File: src/rtl/rf_pkg.sv
// Shared register-file parameters, instruction-field types and the operand select helper
// used by the operand fetch stage and its scoreboard.
package rf_pkg;

  localparam int XLEN       = 32;
  localparam int REG_ADDR_W = 5;
  localparam int NUM_REGS   = 32;

  typedef logic [REG_ADDR_W-1:0] reg_addr_t;
  typedef logic [XLEN-1:0]       xword_t;

  typedef struct packed {
    reg_addr_t rs1;
    reg_addr_t rs2;
    reg_addr_t rd;
    logic      rd_wen;
  } fetch_instr_t;

  // x0 always reads zero; a same-cycle writeback beats the (stale) register file value.
  function automatic xword_t select_operand(
    input reg_addr_t src,
    input logic      bypass,
    input xword_t    wb_data,
    input xword_t    rf_data
  );
    xword_t result;
    if (src == '0) begin
      result = '0;
    end else if (bypass) begin
      result = wb_data;
    end else begin
      result = rf_data;
    end
    return result;
  endfunction

endpackage

File: src/rtl/rf_scoreboard.sv
// Pending-write scoreboard: one busy bit per architectural register, set on issue,
// cleared on writeback, with set taking priority and register 0 never busy.
module rf_scoreboard
  import rf_pkg::*;
(
  input  logic      clk,
  input  logic      reset,
  input  logic      set_en,
  input  reg_addr_t set_addr,
  input  logic      clr_en,
  input  reg_addr_t clr_addr,
  input  reg_addr_t look_addr1,
  input  reg_addr_t look_addr2,
  output logic      busy1,
  output logic      busy2
);

  logic [NUM_REGS-1:0] busy_reg;
  logic [NUM_REGS-1:0] busy_next;

  assign busy_next[0] = 1'b0;

  genvar gi;
  generate
    for (gi = 1; gi < NUM_REGS; gi++) begin : g_busy
      logic set_hit;
      logic clr_hit;
      assign set_hit = set_en && (set_addr == reg_addr_t'(gi));
      assign clr_hit = clr_en && (clr_addr == reg_addr_t'(gi));
      assign busy_next[gi] = set_hit | (busy_reg[gi] & ~clr_hit);
    end
  endgenerate

  always_ff @(posedge clk or posedge reset) begin
    if (reset) begin
      busy_reg <= '0;
    end else begin
      busy_reg <= busy_next;
    end
  end

  assign busy1 = busy_reg[look_addr1];
  assign busy2 = busy_reg[look_addr2];

endmodule

File: src/rtl/operand_fetch.sv
// Operand fetch stage: HOLD register waits for source hazards to resolve, then moves into
// the OUT register with operands read from the register file. Optional FETCH_BYPASS_EN.
module operand_fetch
  import rf_pkg::*;
(
  input  logic      clk,
  input  logic      reset,
  input  logic      in_valid,
  output logic      in_ready,
  input  reg_addr_t in_rs1,
  input  reg_addr_t in_rs2,
  input  reg_addr_t in_rd,
  input  logic      in_rd_wen,
  output reg_addr_t rg_rd_addr1,
  output reg_addr_t rg_rd_addr2,
  input  xword_t    rg_rd_data1,
  input  xword_t    rg_rd_data2,
  input  logic      wb_valid,
  input  reg_addr_t wb_addr,
  input  xword_t    wb_data,
  output logic      out_valid,
  input  logic      out_ready,
  output xword_t    out_op1,
  output xword_t    out_op2,
  output reg_addr_t out_rd,
  output logic      out_rd_wen
);

  fetch_instr_t hold_reg;
  logic         hold_valid_reg;
  logic         out_valid_reg;
  xword_t       op1_reg;
  xword_t       op2_reg;
  reg_addr_t    out_rd_reg;
  logic         out_rd_wen_reg;

  logic   busy1;
  logic   busy2;
  logic   bypass1;
  logic   bypass2;
  logic   resolved1;
  logic   resolved2;
  logic   transfer;
  logic   accept;
  logic   set_en;
  xword_t op1_next;
  xword_t op2_next;

  assign rg_rd_addr1 = hold_valid_reg ? hold_reg.rs1 : '0;
  assign rg_rd_addr2 = hold_valid_reg ? hold_reg.rs2 : '0;

`ifdef FETCH_BYPASS_EN
  assign bypass1 = wb_valid && (wb_addr == hold_reg.rs1);
  assign bypass2 = wb_valid && (wb_addr == hold_reg.rs2);
`else
  // Without bypass a matching source waits for busy to clear, then reads the updated file.
  assign bypass1 = 1'b0;
  assign bypass2 = 1'b0;
`endif

  assign resolved1 = (hold_reg.rs1 == '0) || !busy1 || bypass1;
  assign resolved2 = (hold_reg.rs2 == '0) || !busy2 || bypass2;

  assign transfer = hold_valid_reg && resolved1 && resolved2 && (!out_valid_reg || out_ready);
  assign in_ready = !hold_valid_reg || transfer;
  assign accept   = in_valid && in_ready;
  assign set_en   = transfer && hold_reg.rd_wen && (hold_reg.rd != '0);

  assign op1_next = select_operand(hold_reg.rs1, bypass1, wb_data, rg_rd_data1);
  assign op2_next = select_operand(hold_reg.rs2, bypass2, wb_data, rg_rd_data2);

  rf_scoreboard u_scoreboard (
    .clk        (clk),
    .reset      (reset),
    .set_en     (set_en),
    .set_addr   (hold_reg.rd),
    .clr_en     (wb_valid),
    .clr_addr   (wb_addr),
    .look_addr1 (hold_reg.rs1),
    .look_addr2 (hold_reg.rs2),
    .busy1      (busy1),
    .busy2      (busy2)
  );

  always_ff @(posedge clk or posedge reset) begin
    if (reset) begin
      hold_valid_reg <= 1'b0;
      hold_reg       <= '0;
    end else if (accept) begin
      hold_valid_reg <= 1'b1;
      hold_reg       <= '{rs1: in_rs1, rs2: in_rs2, rd: in_rd, rd_wen: in_rd_wen};
    end else if (transfer) begin
      hold_valid_reg <= 1'b0;
    end
  end

  always_ff @(posedge clk or posedge reset) begin
    if (reset) begin
      out_valid_reg  <= 1'b0;
      op1_reg        <= '0;
      op2_reg        <= '0;
      out_rd_reg     <= '0;
      out_rd_wen_reg <= 1'b0;
    end else if (transfer) begin
      out_valid_reg  <= 1'b1;
      op1_reg        <= op1_next;
      op2_reg        <= op2_next;
      out_rd_reg     <= hold_reg.rd;
      out_rd_wen_reg <= hold_reg.rd_wen;
    end else if (out_ready) begin
      out_valid_reg  <= 1'b0;
      op1_reg        <= '0;
      op2_reg        <= '0;
      out_rd_reg     <= '0;
      out_rd_wen_reg <= 1'b0;
    end
  end

  assign out_valid  = out_valid_reg;
  assign out_op1    = op1_reg;
  assign out_op2    = op2_reg;
  assign out_rd     = out_rd_reg;
  assign out_rd_wen = out_rd_wen_reg;

endmodule

File: config.mk
export PLATFORM = sky130hd
export DESIGN_NAME = operand_fetch
export DESIGN_NICKNAME = d
export VERILOG_FILES = /design/src/rtl/rf_pkg.sv /design/src/rtl/rf_scoreboard.sv /design/src/rtl/operand_fetch.sv
export SDC_FILE = /design/constraint.sdc
export NUM_CORES = 1
export LEC_CHECK = 0
export ABC_CLOCK_PERIOD_IN_PS = 3900
export BUFFER_PORTS_ARGS = -buffer_cell sky130_fd_sc_hd__buf_4
export CAP_MARGIN = 20
export CORE_ASPECT_RATIO = 0.75
export CORE_MARGIN = 5
export CORE_UTILIZATION = 47
export DETAILED_ROUTE_END_ITERATION = 16
export PLACE_DENSITY = 0.77
export SLEW_MARGIN = 40
export SYNTH_ARGS = -nofsm -noshare
export SYNTH_HDL_FRONTEND = slang
export SYNTH_SLANG_ARGS = --single-unit
export TNS_END_PERCENT = 20
File: constraint.sdc
create_clock -name clk -period 3.9 [get_ports clk]
set_input_delay 0.585 -clock clk [delete_from_list [all_inputs] [get_ports clk]]
set_output_delay 0.585 -clock clk [all_outputs]
set_load 0.01 [all_outputs]
# ---- Word-level counts from Yosys, hierarchy flattened
# Index checks and enable logic that the tools add are counted.
# Widths: inputs -> output; s select.
dict set report totals {
  regBits 119
  output_inout_bits 82
  inputBits 122
  word_cells 267
}
dict set report op_classes {
  order_cmp 2
  reduce_logical 81
  eq_ne 62
  muxes 18
  bitwise 93
}
# operator count
set op_table {}
lappend op_table {{$eq 5x5->1 const B} 32}
lappend op_table {{$mux 32} 5}
lappend op_table {{$eq 5x4->1 const B} 16}
lappend op_table {{$logic_and 1x1->1} 68}
lappend op_table {{$eq 5x3->1 const B} 8}
lappend op_table {{$and 1x1->1} 31}
lappend op_table {{$not 1->1} 31}
lappend op_table {{$or 1x1->1} 31}
lappend op_table {{$eq 5x2->1 const B} 4}
lappend op_table {{$mux 5} 4}
lappend op_table {{$lt 5x6->1 const B} 2}
lappend op_table {{$bmux 1 s5} 2}
lappend op_table {{$eq 5x1->1 const B} 2}
lappend op_table {{$logic_not 5->1} 2}
lappend op_table {{$mux 1} 7}
lappend op_table {{$reduce_bool 5->1} 1}
lappend op_table {{$logic_not 1->1} 4}
lappend op_table {{$logic_or 1x1->1} 4}
lappend op_table {{$reduce_bool 2->1} 2}

# ---- Logic depth before layout (Yosys ltp)
# Gate-level depths: netlist of the first run.
dict set report depth {
  ltp_word 11
  depth_mapped 9
  ltp_nobuf 5
}

# ---- By module
# A second synthesis of the first run with hierarchy kept.
dict set report unflattened {
  hier_cells 432
  hier_area_um2 5380.2
}
# mod area_per_inst_um2 instances seq_area_each_um2 cells_per_inst
set by_module_without_submodules {}
lappend by_module_without_submodules {operand_fetch 3484.6 1 2202.1 228}
lappend by_module_without_submodules {rf_scoreboard 1895.6 1 775.7 204}

# ---- Worst setup path after synthesis of the first run
# No wires, ideal clock.
dict set report synth_timing {
  path_kind {register -> output}
  from {register hold_reg[11] (netlist name)}
  to {output in_ready}
  required_ns 3.315
  path_stages_with_launch 7
  n_path_buf 1
  t_arrival_ns 2.038
  slack_ns 1.277
  path_cell_list {dfrtp_1 > buf_2 > mux4_2 > a22o_1 > a311oi_4 > o221ai_1 > nand2_1}
}
dict set report synth_between {
  elab_chain_cells 8
  word_cells_on_any_way 9
  classes_between {mux: 2; reduce/logical: 7}
}
# item line_no
set synth_rtl {}
lappend synth_rtl {{start: declaration} operand_fetch.sv:29} ;# fetch_instr_t hold_reg;
lappend synth_rtl {{start signal: assignment} operand_fetch.sv:91} ;# hold_reg <= '{rs1: in_rs1, rs2: in_rs2, rd: in_rd, rd_wen: in_rd_wen};
lappend synth_rtl {{$bmux 1 s5} rf_scoreboard.sv:42} ;# assign busy1 = busy_reg[look_addr1];
lappend synth_rtl {{$mux 1 (implied by the code)} rf_scoreboard.sv:42}
lappend synth_rtl {{$logic_not 1->1} operand_fetch.sv:61} ;# assign resolved1 = (hold_reg.rs1 == '0) || !busy1 || bypass1;
lappend synth_rtl {{$logic_or 1x1->1 *} operand_fetch.sv:61}
lappend synth_rtl {{$logic_and 1x1->1 * (3 in a row)} operand_fetch.sv:64} ;# assign transfer = hold_valid_reg && resolved1 && resolved2 && (!out_valid_reg || out_ready);
lappend synth_rtl {{$logic_or 1x1->1 *} operand_fetch.sv:65} ;# assign in_ready = !hold_valid_reg || transfer;
lappend synth_rtl {{end: declaration} operand_fetch.sv:9} ;# output logic in_ready,
# Mark *: on every way between the ends. The rest lies on a longest branch, timed or not. The select of a mux whose other input is x is not followed.

# ---- Worst setup path in the final report of the first run
dict set report layout_timing {
  from {register hold_reg[6] (netlist name)}
  to {output in_ready}
}
dict set report layout_between {
  elab_chain_cells 7
  word_cells_on_any_way 8
  classes_between {mux: 2; reduce/logical: 6}
}
# item line_no
set layout_rtl {}
lappend layout_rtl {{$bmux 1 s5} rf_scoreboard.sv:43} ;# assign busy2 = busy_reg[look_addr2];
lappend layout_rtl {{$mux 1 (implied by the code)} rf_scoreboard.sv:43}
lappend layout_rtl {{$logic_not 1->1} operand_fetch.sv:62} ;# assign resolved2 = (hold_reg.rs2 == '0) || !busy2 || bypass2;
lappend layout_rtl {{$logic_or 1x1->1 *} operand_fetch.sv:62}
lappend layout_rtl {{$logic_and 1x1->1 * (2 in a row)} operand_fetch.sv:64}
lappend layout_rtl {{$logic_or 1x1->1 *} operand_fetch.sv:65}
# Marks and branches as above.

==> results.cfg, run 1 <==
[timing]
tightestPinTransition_ps = 788
finalCriticalPeriod_ps = 3710
timing.clock.skew_ps = 13.9
finalSetupViolations = 0
worst_slew_margin_rel_pct = 47.5
fin_tns_setup_ps = 0
count_of_pins_over_their_slew_limit = 0
max_freq_mhz = 269
hold_violations = 0
final_min_period_over_clock_period_pct = 95.2
grt_setup_unrepaired = false

[synth]
ys.flop_type = sky130_fd_sc_hd__dfrtp_1
netlist_area_um2 = 6600
synth_nets = 773
yosys.cell_count.top_type = sky130_fd_sc_hd__dfrtp_1
synth-async-reset-ratio_pct = 100
yosysUniqueCellTypes = 45
synth_enable_flop_cells = 0
synth_seq_cells = 119
syn_inst = 651
ys_seq_area_share_pct = 45.1
synth_warnings = 0
synth_top_area_cell = sky130_fd_sc_hd__dfrtp_1
post-synth-top-area-fraction_pct = 45.1
yosys-top-cells-count = sky130_fd_sc_hd__dfrtp_1, sky130_fd_sc_hd__nand2_1, sky130_fd_sc_hd__nand2b_1
netlist_top_cells_area = sky130_fd_sc_hd__dfrtp_1, sky130_fd_sc_hd__mux2i_1, sky130_fd_sc_hd__nand2b_1
synthesis.area_per_instance_um2 = 10.1

[grt]
grt.total_usage_pct = 23.9
grt_max_degree = 73
global_route.overflow_total = 0
grt_pass1_vias = 6101
grt_antenna_before_repair = 0
grt_first_pass_wirelength_mm = 31.9

[cts]
cts_root_buf = sky130_fd_sc_hd__clkbuf_16
level_count_of_the_clock_h_tree = 4
worstSkewPairLatency_ps = 420
clock_sinks = 119
cts_inserted_buffers = 17
postCtsResizedCells = 0
cts_setup_buffers = 0
cts_tree = done
hold_buffers = 0
clk_transition_reported_paths_ps = 50
buffer_depth_of_the_longest_clock_path = 2

[pwr]
p_int_w = 0.00458
netSwitchingPower_w = 0.00310
vdd_drop_max_mv = 0.560
power.share.switching_pct = 40.4
clock_power_share_pct = 22.8
static-leakage-power_nw = 4.34
share_of_power_burned_in_registers_pct = 29.9
power-per-cell-area_nw_per_um2 = 893
power.share.combinational_pct = 47.3

[routing]
routed-via-count = 5830
totalWireLength_mm = 19.8
postRouteAntennaNets = 0
firstDrtPassIters = 5
vias_per_cell = 5.94
detail_route.wl_per_cell_um = 20.2
dr.first_iter.drc_count = 563
drcViolationCount = 0

[critical_path]
timing.critical_path.slowest_cell_delay_ps = 720
crit_fanout = 13
timing.critical_path.buf_inv = 1
critPathSlowestCell = sky130_fd_sc_hd__dfrtp_1
path_class = flop to primary output
timing.critical_path.to_type = primary output
cp.arrival_ps = 3130
worstPathRequired_ps = 3310
gate_family_responsible_for_the_most_delay_along_the_worst_path = simple AND/OR/NAND/NOR gates
critical_path.cell_chain = mux4_2, a22oi_1, and4_1, o221ai_1, nand2_1, buf_4
startpoint_type = flop

[cells_and_area]
antenna_diode_count = 0
share_of_layout_cells_above_drive_strength_1_pct = 31.1
area_growth_from_synthesis_to_layout_pct = 30.5
fill_cells = 1065
num-nets-final = 916
utilization_pct = 62.6

[floorplanning]
floorplan.die.height_um = 113
placeable_core_area_um2 = 13700
ioPinCount = 204
floorplan.die_area_um2 = 16500
row_count = 37
die_width_um = 147
floorplan.initialDensity_pct = 48.0

[outcome]
run_status = finished, final reports clean

[placement]
globalplace.congestion = 0.912
io_buffers = 171
detailedPlacementHpwl_mm = 13.6

[hold_path]
hold_class = input port to asynchronous set/reset pin

[run]
maxCapViolCount = 0
power groups by stage:
stage	combinational, W	sequential [W]	clock (W)
floorplan	0.00258	0.00209	0
global placement	0.00346	0.00225	0
finish	0.00364	0.00230	0.00175
global route	0.00390	0.00237	0.00183
CTS	0.00364	0.00228	0.00178
detailed placement	0.00360	0.00229	0
worst paths after layout:
path                                          startpoint                       end  slack, ps  depth (start not counted)
min in group clk                          rg_rd_data2[0]                out_op2[0]        410                          3
worst max register to register              hold_reg[12]               hold_reg[7]        560                          6
worst max-delay path                         hold_reg[6]                  in_ready        190                          6
worst min register to register  u_scoreboard.busy_reg[8]  u_scoreboard.busy_reg[8]        540                          2
worst min-delay path                               reset               out_op1[22]        240                          2
max in group asynchronous                          reset                out_op1[5]       2800                          3
cell type report:
class	instances	area [um^2]	share of cell area, %
flip-flops and latches	119	2980	34.6
inverters	12	50.0	0.581
clock inverters	12	198	2.30
well taps	175	219	2.54
repair buffers	181	1360	15.8
multi-input cells	463	3330	38.7
clock buffers	20	467	5.42
metrics by stage:
| stage | area, um^2 | setup WS (ps) | total power, W | instances | hold WS (ps) |
|---|---|---|---|---|---|
| 2_1_floorplan | 6600 | 158 | 0.00467 | 651 | 484 |
| 3_3_place_gp | 7940 | 696 | 0.00570 | 950 | 507 |
| 3_5_place_dp | 7940 | 609 | 0.00589 | 950 | 531 |
| 4_1_cts | 8600 | 169 | 0.00770 | 982 | 373 |
| 5_1_grt | 8610 | 25.9 | 0.00810 | 982 | 314 |
| 6_report | 8610 | 189 | 0.00769 | 982 | 243 |
per-layer routing:
layer  global-route usage (%)  vias to the layer above  share of wire, %
li1                         -                     2628                 -
met2                     37.2                      303                47
met3                     8.68                       34                10
met5                        0                        -                 0
met4                     7.21                        0               1.8
met1                     31.5                     2865                40
cell usage in the layout (no fill, tap or decap), drive strengths merged, types with 3 or more instances in the layout:
cell and instances:
a21oi 14, nor2 8, o31ai 31, dfrtp 119
bufinv 5, mux2 11, nand3 5, o21ai 44
nor2b 11, nor3 4, or3b 3, o211ai 16
inv 11, mux2i 64, clkbuf 20, mux4 14
buf 181, clkinv 6, o221ai 18, nand2 88
nand2b 71, nand3b 20, and3 16
logic make-up after synthesis:
| logic type | count (synthesis) | synth area share (%) |
|---|---|---|
| mux | 89 | 16.4 |
| compound gates | 138 | 14.6 |
| buf+inv | 69 | 4.65 |
| simple gates | 236 | 19.3 |
| flops | 119 | 45.1 |
Power figures use the tool's default switching activity.
==> inputs of run 2 (changes only) <==
--- a/config.mk
+++ b/config.mk
@@ -6,13 +6,13 @@
 export NUM_CORES = 1
 export LEC_CHECK = 0
 export ABC_CLOCK_PERIOD_IN_PS = 3900
-export BUFFER_PORTS_ARGS = -buffer_cell sky130_fd_sc_hd__buf_4
 export CAP_MARGIN = 20
 export CORE_ASPECT_RATIO = 0.75
-export CORE_MARGIN = 5
-export CORE_UTILIZATION = 47
+export CORE_MARGIN = 4
+export CORE_UTILIZATION = 50
 export DETAILED_ROUTE_END_ITERATION = 16
-export PLACE_DENSITY = 0.77
+export DONT_BUFFER_PORTS = 1
+export PLACE_DENSITY = 0.68
 export SLEW_MARGIN = 40
 export SYNTH_ARGS = -nofsm -noshare
 export SYNTH_HDL_FRONTEND = slang
==> run 2 against run 1 <==
  * Clock skew fell by 3.2 ps
  * Sequential power is 6% higher
  * Clock-buffer cell count down 2
  * First-iteration DRC count is 7.5% higher
  * Sequential share of layout area increased by 6.7 points
  * Utilization down 7.1 points
  * Critical path type unchanged
  * Critical endpoint unchanged
  * Largest power group unchanged
  * Highest routed layer unchanged
==> results.cfg, run 2 (same netlist as run 1, synthesis figures left out) <==
[floorplanning]
die_width_um = 141
placeable_core_area_um2 = 13000
floorplan.die_area_um2 = 15100
floorplan.die.height_um = 107
ioPinCount = 204
row_count = 36
floorplan.initialDensity_pct = 50.9

[run]
maxCapViolCount = 0

[cts]
cts_tree = done
worstSkewPairLatency_ps = 410
cts_root_buf = sky130_fd_sc_hd__clkbuf_16
cts_inserted_buffers = 17
level_count_of_the_clock_h_tree = 4
hold_buffers = 0
postCtsResizedCells = 0
buffer_depth_of_the_longest_clock_path = 2
clock_sinks = 119
clk_transition_reported_paths_ps = 60
cts_setup_buffers = 0

[cells_and_area]
num-nets-final = 746
area_growth_from_synthesis_to_layout_pct = 9.20
fill_cells = 1132
antenna_diode_count = 0
most_common_cell_after_layout_fill_and_taps_aside = sky130_fd_sc_hd__dfrtp_1
sequential_cell_area_um2 = 2980
share_of_layout_cells_above_drive_strength_1_pct = 12.4
multi_input_area_um2 = 3330
layout_common_cells = sky130_fd_sc_hd__dfrtp_1, sky130_fd_sc_hd__nand2_1, sky130_fd_sc_hd__nand2b_1

[timing]
max_freq_mhz = 279
final_min_period_over_clock_period_pct = 92.0
finalSetupViolations = 0
finalCriticalPeriod_ps = 3590
holdWs_ps = 132
hold_violations = 0
timing.clock.skew_ps = 10.7
grt_setup_unrepaired = false
worst_slew_margin_rel_pct = 50.7
count_of_pins_over_their_slew_limit = 0
fin_tns_setup_ps = 0
tightestPinTransition_ps = 739

[routing]
dr.first_iter.drc_count = 605
vias_per_cell = 6.38
postRouteAntennaNets = 0
firstDrtPassIters = 5
drcViolationCount = 0
detail_route.wl_per_cell_um = 21.4
totalWireLength_mm = 17.3
routed-via-count = 5149

[pwr]
p_int_w = 0.00384
netSwitchingPower_w = 0.00293
power-per-cell-area_nw_per_um2 = 940
power.share.combinational_pct = 43.0
clock_power_share_pct = 21.0
static-leakage-power_nw = 3.44
power.share.switching_pct = 43.3
share_of_power_burned_in_registers_pct = 36.1
vdd_drop_max_mv = 0.690

[outcome]
run_status = finished, final reports clean

[grt]
grt_antenna_before_repair = 0
global_route.overflow_total = 0
grt_first_pass_wirelength_mm = 27.6
grt_pass1_vias = 5146
grt.total_usage_pct = 23.0
grt_max_degree = 102

[critical_path]
crit-reg2reg-launch = hold_reg[11]
critPathSlowestCell = sky130_fd_sc_hd__dfrtp_1
timing.critical_path.to_type = primary output
timing.reg2reg.worst_path_depth = 6
worstPathRequired_ps = 3310
cp.arrival_ps = 3000
startpoint_type = flop
critical_path.cell_chain = mux4_2, a22o_1, a311oi_4, o221ai_1, nand2_1
timing.critical_path.slowest_cell_delay_ps = 680
crit_fanout = 12
r2r_slack_ps = 630
r2r-end = out_rd[1]
path_class = flop to primary output

[placement]
io_buffers = 0
detailedPlacementHpwl_mm = 11.7
globalplace.congestion = 0.876

[hold_path]
hold_class = input port to asynchronous set/reset pin
-- run 2: how the worst max path moves through the flow --
stage | start | end | slack, ps | cells after the start
after CTS | hold_reg[11] | in_ready | 320 | 5
after floorplan | reset | hold_reg[0] | 160 | 1
after detailed placement | hold_reg[11] | out_rd[0] | 750 | 6
final | hold_reg[11] | in_ready | 310 | 5
after global routing | hold_reg[11] | in_ready | 160 | 5
after global placement | hold_reg[11] | in_ready | 810 | 5
-- run 2: area by class of cell --
class | instances | share of cell area (%)
clock buffer | 18 | 6.09
inverter | 12 | 0.695
multi-input combinational | 463 | 46.3
tap | 171 | 2.97
timing repair buffer | 11 | 1.32
sequential | 119 | 41.3
clock inverter | 13 | 1.32
-- run 2: layer usage --
metal / wire length [um] / track usage [%] / vias to the layer above
li1: - / - / 2282
met1: 7300 / 31.7 / 2599
met2: 8080 / 33.6 / 249
met3: 1760 / 8.84 / 19
met4: 163 / 6.98 / 0
met5: 0 / 0 / -
-- run 2: stage by stage --
step                total power [W]  std cells  setup WS (ps)  area, um^2  utilization (%)
floorplan                   0.00467        651            158        6600                -
global placement            0.00519        776            809        6670             51.4
detailed placement          0.00534        776            748        6670             51.4
CTS                         0.00678        807            322        7210             55.5
global route                0.00721        807            162        7210             55.5
finish                      0.00677        807            314        7210             55.5
-- run 2: worst max-delay path: cells and delay by family, from the launching register on --
family	cells	cell delay [ps]
AOI/OAI and AO/OA	3	1150
DFF	1	680
muxes	1	580
and+or+nand+nor	1	180
-- run 2: power groups by stage --
stage	registers (W)	clock network [W]	logic [W]
6_report	0.00244	0.00142	0.00291
5_1_grt	0.00251	0.00152	0.00317
4_1_cts	0.00244	0.00144	0.00290
3_5_place_dp	0.00245	0	0.00289
3_3_place_gp	0.00242	0	0.00277
2_1_floorplan	0.00209	0	0.00258
==> inputs of run 3 (changes only) <==
--- a/config.mk
+++ b/config.mk
@@ -13,6 +13,7 @@
 export DETAILED_ROUTE_END_ITERATION = 16
 export DONT_BUFFER_PORTS = 1
 export PLACE_DENSITY = 0.68
+export REMOVE_ABC_BUFFERS = 1
 export SLEW_MARGIN = 40
 export SYNTH_ARGS = -nofsm -noshare
 export SYNTH_HDL_FRONTEND = slang
==> run 3 against run 2 <==
  * Combinational power is essentially flat
  * Die area is the same
  * Via count shrank 0.41%
  * Cell count is the same
  * Clock skew grew 0.65 ps
  * Critical endpoint unchanged
  * Highest routed layer unchanged
==> results.cfg, run 3 (same netlist as run 1, synthesis figures left out) <==
[critical_path]
r2r_slack_ps = 610
path_depth = 6
crit-reg2reg-launch = hold_reg[7]
worstPathRequired_ps = 3310
critical_path.cell_chain = mux4_2, or3b_2, a32oi_2, buf_4, o221ai_1, nand2_1
timing.critical_path.slowest_cell_delay_ps = 680
startpoint_type = flop
timing.reg2reg.worst_path_depth = 6
timing.critical_path.to_type = primary output
gate_family_responsible_for_the_most_delay_along_the_worst_path = flip-flops
r2r-end = hold_reg[13]
crit_fanout = 18
path_class = flop to primary output
cp.arrival_ps = 3030
critPathSlowestCell = sky130_fd_sc_hd__dfrtp_1
timing.critical_path.buf_inv = 1

[timing]
count_of_pins_over_their_slew_limit = 0
hold_violations = 0
max_freq_mhz = 277
finalSetupViolations = 0
tightestPinTransition_ps = 674
holdWs_ps = 114
finalCriticalPeriod_ps = 3620
grt_setup_unrepaired = false
fin_tns_setup_ps = 0
final_min_period_over_clock_period_pct = 92.7
worst_slew_margin_rel_pct = 55.1
timing.clock.skew_ps = 11.3

[floorplanning]
die_width_um = 141
floorplan.die_area_um2 = 15100
floorplan.initialDensity_pct = 50.9
floorplan.die.height_um = 107
ioPinCount = 204
row_count = 36
placeable_core_area_um2 = 13000

[pwr]
power-per-cell-area_nw_per_um2 = 943
static-leakage-power_nw = 3.45
vdd_drop_max_mv = 0.594

[cells_and_area]
share_of_layout_cells_above_drive_strength_1_pct = 12.3
antenna_diode_count = 0
sequential_cell_area_um2 = 2980
utilization_pct = 55.8
fill_cells = 1128
num-nets-final = 746
multi_input_area_um2 = 3330
most_common_cell_after_layout_fill_and_taps_aside = sky130_fd_sc_hd__dfrtp_1
layout_common_cells = sky130_fd_sc_hd__dfrtp_1, sky130_fd_sc_hd__nand2_1, sky130_fd_sc_hd__nand2b_1
area_growth_from_synthesis_to_layout_pct = 9.69

[routing]
totalWireLength_mm = 16.9
detail_route.wl_per_cell_um = 20.9
vias_per_cell = 6.35
firstDrtPassIters = 5
routed-via-count = 5128
postRouteAntennaNets = 0
dr.first_iter.drc_count = 592
drcViolationCount = 0

[grt]
grt.total_usage_pct = 23.0
grt_pass1_vias = 5122
global_route.overflow_total = 0
grt_antenna_before_repair = 0
grt_max_degree = 73
grt_first_pass_wirelength_mm = 27.7

[cts]
worstSkewPairLatency_ps = 410
cts_root_buf = sky130_fd_sc_hd__clkbuf_16
postCtsResizedCells = 0
buffer_depth_of_the_longest_clock_path = 2
cts_tree = done
cts_setup_buffers = 0
clock_sinks = 119
hold_buffers = 0
cts_inserted_buffers = 17
clk_transition_reported_paths_ps = 50
level_count_of_the_clock_h_tree = 4

[run]
maxCapViolCount = 0

[placement]
io_buffers = 0
globalplace.congestion = 0.880
detailedPlacementHpwl_mm = 11.7

[hold_path]
hold_class = input port to asynchronous set/reset pin

[outcome]
run_status = finished, final reports clean
## run 3: cell types whose count changed in the layout (fill, tap and decap cells not counted)
cell	before	now
sky130_fd_sc_hd__buf_4	10	9
sky130_fd_sc_hd__buf_6	0	1
sky130_fd_sc_hd__bufinv_16	0	2
sky130_fd_sc_hd__clkbuf_1	0	1
sky130_fd_sc_hd__clkbuf_8	1	0
sky130_fd_sc_hd__clkinv_2	4	5
sky130_fd_sc_hd__clkinv_4	1	3
sky130_fd_sc_hd__inv_6	6	1
## run 3: routing by layer
layer / wire, um / GRT usage, %
met1: 7170 / 31.6
met2: 7770 / 34.8
met3: 1760 / 8.04
met4: 176 / 5.95
met5: 0 / 0
## run 3: cell type report
type | count | area share (%)
Multi-Input combinational cell | 463 | 46.1
Sequential cell | 119 | 41.1
Clock buffer | 18 | 5.93
Tap cell | 171 | 2.96
Clock inverter | 13 | 1.85
Timing Repair Buffer | 11 | 1.37
Inverter | 12 | 0.691
## run 3: metrics by stage
stage,instances,instance area (um^2),total power (W),setup slack (ps)
floorplan,594,6340,0.00452,-4470
global placement,775,6660,0.00517,742
detailed placement,775,6660,0.00530,670
CTS,806,7220,0.00681,280
global route,807,7240,0.00725,123
finish,807,7240,0.00683,283
## run 3: worst max-delay path by stage
stage	to	startpoint
6_report	in_ready	hold_reg[7]
5_1_grt	in_ready	hold_reg[7]
4_1_cts	in_ready	hold_reg[7]
3_5_place_dp	hold_reg[7]	hold_reg[7]
3_3_place_gp	hold_reg[6]	hold_reg[7]
2_1_floorplan	out_rd[0]	hold_reg[6]
## run 3: power breakdown
group          switching (W)  total [W]  internal [W]
Combinational        0.00166    0.00294       0.00128
Clock               0.000559    0.00149      0.000931
Sequential          0.000672    0.00240       0.00172
Total                0.00289    0.00683       0.00394
